<file path="config.mk">
export PLATFORM = sky130hd
export DESIGN_NAME = edl_capture_stage_flat
export DESIGN_NICKNAME = d
export VERILOG_FILES = /design/src/rtl/edl_capture_stage_if.sv /design/src/rtl/edl_capture_stage.sv /design/src/flat_wrapper.sv
export SDC_FILE = /design/constraint.sdc
export NUM_CORES = 1
export LEC_CHECK = 0
export ABC_CLOCK_PERIOD_IN_PS = 3000
export CORE_AREA = 2 2 47 49
export DETAILED_ROUTE_END_ITERATION = 8
export DIE_AREA = 0 0 49 51
export PLACE_DENSITY = 0.78
export REMOVE_ABC_BUFFERS = 1
export SETUP_SLACK_MARGIN = 0.1
export SLEW_MARGIN = 10
export SYNTH_ARGS = -nofsm -noshare
export SYNTH_HDL_FRONTEND = slang
export SYNTH_SLANG_ARGS = --single-unit
</file>
<file path="constraint.sdc">
create_clock -name clk -period 3 [get_ports clk]
set_input_delay 0.9 -clock clk [delete_from_list [all_inputs] [get_ports clk]]
set_output_delay 0.9 -clock clk [all_outputs]
set_load 0.005 [all_outputs]
</file>
<file path="src/rtl/edl_capture_stage_if.sv">
// rtl/edl_capture_stage_if.sv - strobe/data bundle between stage controller, datapath and capture stage
interface edl_capture_stage_if #(
  parameter int W     = 8,
  parameter int CNT_W = 4
);
  logic             latch_en;
  logic             sample;
  logic [W-1:0]     data_in;
  logic [W-1:0]     data_out;
  logic             err0;
  logic             err1;
  logic             protocol_err;
  logic [CNT_W-1:0] err_count;

  // Controller/datapath side: drives strobes and stage data, observes the result
  modport master (
    output latch_en, sample, data_in,
    input  data_out, err0, err1, protocol_err, err_count
  );

  // Capture stage side
  modport slave (
    input  latch_en, sample, data_in,
    output data_out, err0, err1, protocol_err, err_count
  );
endinterface

</file>
<file path="src/rtl/edl_capture_stage.sv">
// rtl/edl_capture_stage.sv - error-detecting capture register with dual-rail report; EDL_ERR_COUNT_EN builds the error counter
module edl_capture_stage #(
  parameter int W     = 8,
  parameter int CNT_W = 4
) (
  input logic              clk,
  input logic              rst,
  edl_capture_stage_if.slave bus
);

  typedef enum logic [1:0] {
    IDLE   = 2'd0,
    ARMED  = 2'd1,
    REPORT = 2'd2
  } state_t;

  state_t         state, state_d;
  logic           latch_q, sample_q;
  logic           lrise, srise, sfall;
  logic [W-1:0]   main, main_d;
  logic           late, late_d;
  logic           err0, err0_d;
  logic           err1, err1_d;
  logic           perr, perr_d;
  logic           hit;
  logic           mismatch;

  // Strobe edges are registered: one edge to detect, one edge for the FSM to act
  always_ff @(posedge clk) begin
    if (rst) begin
      latch_q  <= 1'b0;
      sample_q <= 1'b0;
      lrise    <= 1'b0;
      srise    <= 1'b0;
      sfall    <= 1'b0;
    end else begin
      latch_q  <= bus.latch_en;
      sample_q <= bus.sample;
      lrise    <= bus.latch_en & ~latch_q;
      srise    <= bus.sample & ~sample_q;
      sfall    <= ~bus.sample & sample_q;
    end
  end

  // State register
  always_ff @(posedge clk) begin
    if (rst) state <= IDLE;
    else     state <= state_d;
  end

  // Next-state: capture arms, sample reports, sample fall returns to zero
  always_comb begin
    state_d = state;
    unique case (state)
      IDLE:    if (lrise) state_d = ARMED;
      ARMED:   if (srise) state_d = REPORT;
      REPORT:  if (sfall) state_d = IDLE;
      default: state_d = IDLE;
    endcase
  end

  assign mismatch = (bus.data_in != main);

  // Datapath and rail next values; strobes out of order only raise protocol_err
  always_comb begin
    main_d = main;
    late_d = late;
    err0_d = err0;
    err1_d = err1;
    perr_d = perr;
    hit    = 1'b0;
    unique case (state)
      IDLE: begin
        if (lrise) begin
          main_d = bus.data_in;
          late_d = 1'b0;
        end
        // A sample rise here (alone or together with the latch) has nothing to check
        if (srise) perr_d = 1'b1;
      end
      ARMED: begin
        if (mismatch) late_d = 1'b1;
        if (srise) begin
          hit    = late | mismatch;
          err1_d = hit;
          err0_d = ~hit;
          if (hit) main_d = bus.data_in;
        end
        if (lrise) perr_d = 1'b1;
      end
      REPORT: begin
        if (sfall) begin
          err0_d = 1'b0;
          err1_d = 1'b0;
        end
        if (lrise | srise) perr_d = 1'b1;
      end
      default: begin
        err0_d = 1'b0;
        err1_d = 1'b0;
      end
    endcase
  end

  // Datapath and rail registers
  always_ff @(posedge clk) begin
    if (rst) begin
      main <= '0;
      late <= 1'b0;
      err0 <= 1'b0;
      err1 <= 1'b0;
      perr <= 1'b0;
    end else begin
      main <= main_d;
      late <= late_d;
      err0 <= err0_d;
      err1 <= err1_d;
      perr <= perr_d;
    end
  end

  assign bus.data_out     = main;
  assign bus.err0         = err0;
  assign bus.err1         = err1;
  assign bus.protocol_err = perr;

`ifdef EDL_ERR_COUNT_EN
  logic [CNT_W-1:0] cnt;

  // Saturating count of corrected timing errors
  always_ff @(posedge clk) begin
    if (rst)                   cnt <= '0;
    else if (hit && cnt != '1) cnt <= cnt + 1'b1;
  end

  assign bus.err_count = cnt;
`else
  assign bus.err_count = '0;
`endif

endmodule
</file>
<file path="src/flat_wrapper.sv">
// flat-port wrapper written by rule: the top's interface ports become plain ports
module edl_capture_stage_flat 
#(
  parameter int W     = 8,
  parameter int CNT_W = 4
)
  (clk, rst, bus_latch_en, bus_sample, bus_data_in, bus_data_out, bus_err0, bus_err1, bus_protocol_err, bus_err_count);
  edl_capture_stage_if #(.W(W), .CNT_W(CNT_W)) bus_i ();
  input logic clk;
  input logic rst;
  input wire logic [$bits(bus_i.latch_en)-1:0] bus_latch_en;
  input wire logic [$bits(bus_i.sample)-1:0] bus_sample;
  input wire logic [$bits(bus_i.data_in)-1:0] bus_data_in;
  output wire logic [$bits(bus_i.data_out)-1:0] bus_data_out;
  output wire logic [$bits(bus_i.err0)-1:0] bus_err0;
  output wire logic [$bits(bus_i.err1)-1:0] bus_err1;
  output wire logic [$bits(bus_i.protocol_err)-1:0] bus_protocol_err;
  output wire logic [$bits(bus_i.err_count)-1:0] bus_err_count;
  assign bus_i.latch_en = bus_latch_en;
  assign bus_i.sample = bus_sample;
  assign bus_i.data_in = bus_data_in;
  assign bus_data_out = bus_i.data_out;
  assign bus_err0 = bus_i.err0;
  assign bus_err1 = bus_i.err1;
  assign bus_protocol_err = bus_i.protocol_err;
  assign bus_err_count = bus_i.err_count;
  edl_capture_stage #(.W(W), .CNT_W(CNT_W)) u_core (.clk(clk), .rst(rst), .bus(bus_i));
endmodule
</file>
==> impl_results.md, run 1 <==
- Vias in the first global route: 668
- Largest net degree at the start of global routing: 26
- # rows: 17
- Post-layout util: 55.4%
- Worst setup path category: in -> reg
- Post-cts resize count: 0
- CP endpoint kind: flop
- Maximum vdd drop: 0.241 mV
- Relative slew slack: 53.4%
- Core ar.: 0.00206 sq mm
- DR WL/cell: 10.8 um
- Total clock buffers created by CTS: 3
- Synth Instances: 97
- Fin crit share: 82.0%
- Congestion Overflow GR: 0
- Dpl cell area: 0.00112 sq mm
- CTS tree: built
- Clock sink count: 19
- Area Growth Syn to Fin: 26.6%
- Die footprint: 0.00250 sq mm
- DRT antenna net count: 0
- Clock slew at reported path FFs: 0.11 ns
- CP delay by family, top: compound AO/OA/AOI/OAI gates
- GR Util All Layers: 13.7%
- Max reg flops: 8
- Status: complete, no violations
- GR Layer Usage met3: 2.92%
- Ys async rst share: 0%
- I/O Buffers: 22
- Dominant cells by area after synthesis: dfxtp_1, nand2b_1, mux2i_1
- Mean Syn Cell Area: 9.30 sq um
- Synth area leader: dfxtp_1
- Most common cell in the netlist: dfxtp_1
- Fmax: 406 MHz
- Leak Pwr: 0.413 nW
- Number of flops mapped to enable cells by yosys: 0
- Setup TNS: 0 ns
- Die height: 51 um
- Slew Limit Fails: 0
- Startpoint types: input pin
- Worst-path maximum fanout: 8
- Inserted Diodes: 0
- Mapped Area: 902 sq um
- Global routing usage on met1: 16.7%
- Crit-path cells: clkdlybuf4s50_1 -> xor2_1 -> nor4_2 -> nand3_1 -> o41a_1 -> mux2i_1
- Min-delay worst type: reg -> reg
- Synth Warn #: 0
- Post-synthesis sequential area ratio: 42.2%
- Cts hold-fix bufs: 0
- Via Count: 677
- First-pass GRT wire length: 2660 um
- Final instance area: 0.00114 sq mm
- Post-CTS Setup Bufs: 0
- Synth unique cells: 25
- PD cells: 425 mW/mm^2
- Synth top cells by count: dfxtp_1, nand2b_1, mux2i_1, nand2_1, xor2_1
- DRC Markers: 0
- Met2 global-route usage: 22.4%
- Chip width: 49 um
- Fin nets: 131
- Clk_lat worst skew: 0.30 ns
- Share of layout cells above drive strength 1: 3.39%
- # IOs: 27
- Ys flop type: dfxtp_1
- First DRT Iteration DRCs: 1
- Maxcap violations: 0
- Final Hold Violating Endpoints: 0
- RSZ-0062 raised after global routing: no
- Initial antenna violation count: 0
- Worst slew pin tran: 0.696 ns
- Synthesized flop and latch total: 19
- Worst Path Arrival: 2.64 ns
- CTS max path bufs: 2
- GP Congestion: 0.751
- Post-synth top area share: 42.2%
- Initial core utilization: 43.7%
- Drt via density: 4.64
- CTS Root Cell: clkbuf_4
- H-tree Lvls: 1
- Min cycle time layout: 2.46 ns
- Gr busiest metal: met2
- Worst Path Required: 3.18 ns
- WP buf/inv: 1
- Final HPWL DP: 1170 um
- CP max stage delay: 0.53 ns
- Worst path slowest cell: o41a_1
- First-pass iteration count of the detailed router: 4
- Setup violators final: 0
- DRT Wirelength: 1580 um
- Max Clock Skew: 0.00533 ns
## cells in the final DEF, fill, tap and decap left out, types with 2 or more instances in the layout
cell,Yosys,layout
o21ai_0,2,2
inv_1,3,3
a21oi_1,4,4
xor2_1,5,5
nor2_1,3,3
mux2i_1,8,8
nand2_1,8,8
dfxtp_1,19,19
nor2b_1,4,4
xnor2_1,4,4
nand3_1,2,2
clkbuf_4,0,3
conb_1,1,4
nand2b_1,15,15
clkdlybuf4s50_1,0,22
nor3b_1,3,3
## metal layers
metal  routed length, um  up-vias  part of all wire, %
met5                   0        -                    0
met4                  13        0                 0.82
met3                  96        2                  6.1
met2                 699       21                   44
met1                 772      299                   49
li1                    -      355                    -
## cells by family (layout without fill, tap and decap cells)
group,after synthesis,after routing,share of synthesized area [%]
buffers and inverters,11,29,7.07
AND/OR/NAND/NOR,38,38,24.4
other,1,4,0.416
flip-flops,19,19,42.2
AO/OA/AOI/OAI,11,11,8.32
XOR/XNOR,9,9,8.74
multiplexers,8,8,8.88
## power breakdown
| group | internal (mW) | switching [mW] | total, mW |
|---|---|---|---|
| clock | 0.0518 | 0.0778 | 0.130 |
| combinational | 0.0482 | 0.0320 | 0.0802 |
| sequential | 0.265 | 0.0113 | 0.276 |
## layout make-up
type / count / area (sq um)
fill: 190 / 921
multi-input combinational: 70 / 469
sequential: 19 / 380
timing repair buffer: 22 / 220
tap: 28 / 35.0
clock buffer: 4 / 26.3
inverter: 3 / 11.3
## metrics by stage
stage	std cells	hold slack (ns)	power [mW]	worst slack [ns]
after global placement	142	0.373	0.360	0.244
after global routing	146	0.403	0.507	0.454
after floorplan	92	0.367	0.320	0.800
after CTS	146	0.396	0.491	0.522
after detailed placement	142	0.381	0.363	0.202
final	146	0.391	0.486	0.540
## worst paths after layout
check / end / startpoint / cells past startpoint / slack, ns
max: u_core.bus.data_out[0]$_SDFFE_PP0P_ / bus_data_in[2] / 6 / 0.54
min: u_core.lrise$_SDFF_PP0_ / u_core.latch_q$_SDFF_PP0_ / 1 / 0.39
max reg2reg: u_core.bus.data_out[0]$_SDFFE_PP0P_ / u_core.bus.data_out[2]$_SDFFE_PP0P_ / 5 / 1.24
min reg2reg: u_core.lrise$_SDFF_PP0_ / u_core.latch_q$_SDFF_PP0_ / 1 / 0.39
Power figures use the tool's default switching activity.
==> run 2, diff against run 1 <==
--- a/config.mk
+++ b/config.mk
@@ -5,11 +5,11 @@
 export SDC_FILE = /design/constraint.sdc
 export NUM_CORES = 1
 export LEC_CHECK = 0
-export ABC_CLOCK_PERIOD_IN_PS = 3000
-export CORE_AREA = 2 2 47 49
+export ABC_CLOCK_PERIOD_IN_PS = 2450
+export CORE_AREA = 2 2 48 50
 export DETAILED_ROUTE_END_ITERATION = 8
-export DIE_AREA = 0 0 49 51
-export PLACE_DENSITY = 0.78
+export DIE_AREA = 0 0 50 52
+export PLACE_DENSITY = 0.75
 export REMOVE_ABC_BUFFERS = 1
 export SETUP_SLACK_MARGIN = 0.1
 export SLEW_MARGIN = 10
==> constraint.sdc (replaced) <==
create_clock -name clk -period 2.45 [get_ports clk]
set_input_delay 0.735 -clock clk [delete_from_list [all_inputs] [get_ports clk]]
set_output_delay 0.735 -clock clk [all_outputs]
set_load 0.005 [all_outputs]
==> run 2 against run 1 <==
Via count is 3.7% higher. Critical path depth up 1. Cell area is 1.3% higher. Combinational power rose by 24%. Worst hold slack worse by 0.0051 ns. Non-clock buffer count up 2. Critical path type unchanged. Largest power group unchanged.
==> impl_results.md, run 2 (synthesized netlist as in run 1, its figures left out) <==
- Post-CTS Setup Bufs: 0
- First-pass iteration count of the detailed router: 4
- DR WL/cell: 10.5 um
- Total clock buffers created by CTS: 3
- CP endpoint kind: flop
- Post-cts resize count: 0
- DRT antenna net count: 0
- Max reg flops: 8
- Min-delay worst type: reg -> reg
- Clock slew at reported path FFs: 0.10 ns
- H-tree Lvls: 1
- Drt via density: 4.74
- Clk_lat worst skew: 0.30 ns
- Chip width: 50 um
- Clock sink count: 19
- Max Clock Skew: 0.00426 ns
- Largest net degree at the start of global routing: 17
- Worst-path maximum fanout: 8
- # rows: 17
- Setup violators final: 0
- Dpl cell area: 0.00113 sq mm
- Fmax: 458 MHz
- Worst Path Arrival: 2.38 ns
- Final instance area: 0.00116 sq mm
- CTS tree: built
- Leak Pwr: 0.423 nW
- First DRT Iteration DRCs: 4
- RSZ-0062 raised after global routing: no
- GR Util All Layers: 14.4%
- Cts hold-fix bufs: 0
- PD cells: 516 mW/mm^2
- Die footprint: 0.00260 sq mm
- CTS max path bufs: 2
- # IOs: 27
- Initial core utilization: 42.8%
- Fin crit share: 89.2%
- Worst Path Required: 2.65 ns
- Vias in the first global route: 678
- Core ar.: 0.00211 sq mm
- Tot Pwr: 0.597 mW
- Fill cells: 190
- Commonest non-fill, non-tap cell in the layout: clkdlybuf4s50_1
- Startpoint types: input pin
- CTS Root Cell: clkbuf_4
- Status: complete, no violations
- Share of layout cells above drive strength 1: 5.00%
- Slew Limit Fails: 0
- GP Congestion: 0.762
- Multi-input logic area: 469 sq um
- Inserted Diodes: 0
- Min cycle time layout: 2.19 ns
- Congestion Overflow GR: 0
- DRC Markers: 0
- Final Hold Violating Endpoints: 0
- Setup TNS: 0 ns
- Maximum vdd drop: 0.361 mV
- Worst setup path category: in -> reg
- DRT Wirelength: 1550 um
- Initial antenna violation count: 0
- Die height: 52 um
- First-pass GRT wire length: 2840 um
- Most frequent cells in the layout: clkdlybuf4s50_1, dfxtp_1, nand2b_1
- Seq. cell area: 380 sq um
- I/O Buffers: 22
- Fin nets: 133
- Via Count: 702
- Final HPWL DP: 1200 um
- Maxcap violations: 0
- Area Growth Syn to Fin: 28.3%
## run 2: cell type report
type	count	area share, %
repair buffers	24	20.3
multi-input cells	70	40.5
flip-flops and latches	19	32.9
clock buffers	4	2.27
well taps	28	3.03
inverters	3	0.973
## run 2: worst paths after layout
check                                           start                                  end  slack [ns]  cells after the start
hold / removal              u_core.latch_q$_SDFF_PP0_              u_core.lrise$_SDFF_PP0_        0.39                      1
setup reg to reg  u_core.bus.data_out[2]$_SDFFE_PP0P_  u_core.bus.data_out[1]$_SDFFE_PP0P_        0.79                      6
hold reg to reg             u_core.latch_q$_SDFF_PP0_              u_core.lrise$_SDFF_PP0_        0.39                      1
setup / recovery                       bus_data_in[2]  u_core.bus.data_out[1]$_SDFFE_PP0P_        0.26                      7
## run 2: layer usage
| layer | global-route usage [%] | up-vias | wire, um |
|---|---|---|---|
| met4 | 8.33 | 0 | 29 |
| met2 | 23.0 | 22 | 662 |
| li1 | - | 363 | - |
| met5 | 0 | - | 0 |
| met3 | 4.31 | 3 | 103 |
| met1 | 17.2 | 314 | 755 |
## run 2: worst max-delay path, cell delays in order
cell and delay [ns]:
clkdlybuf4s50_1 0.44, xor2_1 0.16, nor4_2 0.25, nand3_1 0.15
o41a_1 0.32, buf_4 0.19, mux2i_1 0.13
## run 2: per-stage QoR
step / std cells / hold WS [ns] / util [%] / setup slack (ns)
final: 148 / 0.386 / 55.0 / 0.264
after global routing: 148 / 0.407 / 55.0 / 0.131
after CTS: 148 / 0.391 / 55.0 / 0.252
after detailed placement: 144 / 0.375 / 53.7 / -0.0788
after global placement: 144 / 0.372 / 53.7 / -0.0485
after floorplan: 92 / 0.367 / - / 0.415
## run 2: power by group
group,switching (mW),internal (mW),leakage [nW]
Clock,0.0953,0.0635,0.0150
Sequential,0.0140,0.324,0.155
Combinational,0.0385,0.0612,0.253
==> run 3, diff against run 2 <==
--- a/config.mk
+++ b/config.mk
@@ -6,10 +6,9 @@
 export NUM_CORES = 1
 export LEC_CHECK = 0
 export ABC_CLOCK_PERIOD_IN_PS = 2450
-export CORE_AREA = 2 2 48 50
+export CORE_AREA = 2 2 54 56
 export DETAILED_ROUTE_END_ITERATION = 8
-export DIE_AREA = 0 0 50 52
-export PLACE_DENSITY = 0.75
+export DIE_AREA = 0 0 56 58
 export REMOVE_ABC_BUFFERS = 1
 export SETUP_SLACK_MARGIN = 0.1
 export SLEW_MARGIN = 10
==> run 3 against run 2 <==
Clock-buffer cell count is the same. Non-clock buffer count is the same. Largest cell class unchanged. Worst hold slack gained 0.0060 ns. Flip-flop and latch count is the same. Clock skew is essentially flat. Critical path type unchanged. Fmax shrank 0.64%. Power shrank 0.54%. Largest power group unchanged.
==> impl_results.md, run 3 (synthesized netlist as in run 1, its figures left out) <==
- Status: complete, no violations
- GP Congestion: 0.813
- Worst setup path category: in -> reg
- Final HPWL DP: 1230 um
- CTS max path bufs: 2
- # rows: 19
- Worst-path maximum fanout: 8
- First-pass GRT wire length: 2870 um
- Cts hold-fix bufs: 0
- Dpl cell area: 0.00113 sq mm
- Clock slew at reported path FFs: 0.10 ns
- Final Hold Violating Endpoints: 0
- Max Clock Skew: 0.00430 ns
- Initial antenna violation count: 0
- Worst Path Required: 2.63 ns
- Drt via density: 4.52
- DRC Markers: 0
- Core ar.: 0.00266 sq mm
- Min-delay worst type: reg -> reg
- Post-route insts no fill: 151
- Fin nets: 133
- Multi-input logic area: 469 sq um
- Clock sink count: 19
- Post-cts resize count: 0
- CP endpoint kind: flop
- Startpoint types: input pin
- Area Growth Syn to Fin: 28.7%
- RSZ-0062 raised after global routing: no
- Setup violators final: 0
- Setup WS post-layout: 0.250 ns
- Tot Pwr: 0.594 mW
- GR Util All Layers: 11.1%
- Initial core utilization: 33.9%
- Congestion Overflow GR: 0
- DRT Wirelength: 1640 um
- First DRT Iteration DRCs: 11
- Int Pwr: 0.449 mW
- CTS Root Cell: clkbuf_4
- Fin crit share: 89.8%
- Setup TNS: 0 ns
- DR WL/cell: 10.8 um
- H-tree Lvls: 1
- Chip width: 56 um
- Leak Pwr: 0.423 nW
- Maximum vdd drop: 0.273 mV
- Net Sw Frac: 24.4%
- Die footprint: 0.00325 sq mm
- Dpl cells: 147
- Die height: 58 um
- Min Hold Slack: 0.392 ns
- # IOs: 27
- Inserted Diodes: 0
- Vias in the first global route: 705
- I/O Buffers: 22
- Min cycle time layout: 2.20 ns
- Commonest non-fill, non-tap cell in the layout: clkdlybuf4s50_1
- Total clock buffers created by CTS: 3
- Combinational share of power: 17.0%
- Largest net degree at the start of global routing: 18
- Worst Path Arrival: 2.38 ns
- CTS tree: built
- Place WS: -0.0668 ns
- Via Count: 682
- Maxcap violations: 0
- Fill cells: 264
- Post-CTS Setup Bufs: 0
- Fmax: 455 MHz
- Max reg flops: 8
- Psw: 0.145 mW
- Slew Limit Fails: 0
- Clk pwr share: 26.0%
- Seq. cell area: 380 sq um
- Part of the power in registers: 57.0%
- Final instance area: 0.00116 sq mm
- Most frequent cells in the layout: clkdlybuf4s50_1, dfxtp_1, nand2b_1
- Post-layout util: 43.6%
- PD cells: 511 mW/mm^2
- DRT antenna net count: 0
- First-pass iteration count of the detailed router: 4
- Share of layout cells above drive strength 1: 5.00%
- Clk_lat worst skew: 0.29 ns
==> run 3: cell counts in the layout (fill, tap and decap cells not counted) <==
No cell type changed its count.
==> run 3: power by group through the flow <==
stage / combinational (mW) / clock, mW / sequential [mW]
floorplan: 0.0488 / 0 / 0.344
global placement: 0.101 / 0 / 0.345
detailed placement: 0.102 / 0 / 0.345
CTS: 0.103 / 0.164 / 0.338
global route: 0.112 / 0.176 / 0.341
finish: 0.101 / 0.154 / 0.338
==> run 3: critical path, cell delays in order <==
cell and delay [ns]:
clkdlybuf4s50_1 0.43, xor2_1 0.16, nor4_2 0.25, nand3_1 0.16, o41a_1 0.33, buf_4 0.19
mux2i_1 0.13
==> run 3: routing by layer <==
metal	vias to the layer above	global-route usage (%)	wire (um)
li1	359	-	-
met1	289	13.7	756
met2	28	17.5	735
met3	6	2.68	112
met4	0	7.14	33
met5	-	0	0
==> run 3: final cells by class <==
type	count	share of cell area (%)
multi-input cells	70	40.4
flip-flops and latches	19	32.8
repair buffers	24	20.3
well taps	31	3.34
clock buffers	4	2.26
inverters	3	0.970
==> run 3: final timing paths <==
| path | startpoint | depth (start not counted) | end | slack (ns) |
|---|---|---|---|---|
| max | bus_data_in[2] | 7 | u_core.bus.data_out[7]$_SDFFE_PP0P_ | 0.25 |
| min | u_core.latch_q$_SDFF_PP0_ | 1 | u_core.lrise$_SDFF_PP0_ | 0.39 |
| max reg2reg | u_core.bus.data_out[2]$_SDFFE_PP0P_ | 6 | u_core.bus.data_out[7]$_SDFFE_PP0P_ | 0.79 |
| min reg2reg | u_core.latch_q$_SDFF_PP0_ | 1 | u_core.lrise$_SDFF_PP0_ | 0.39 |
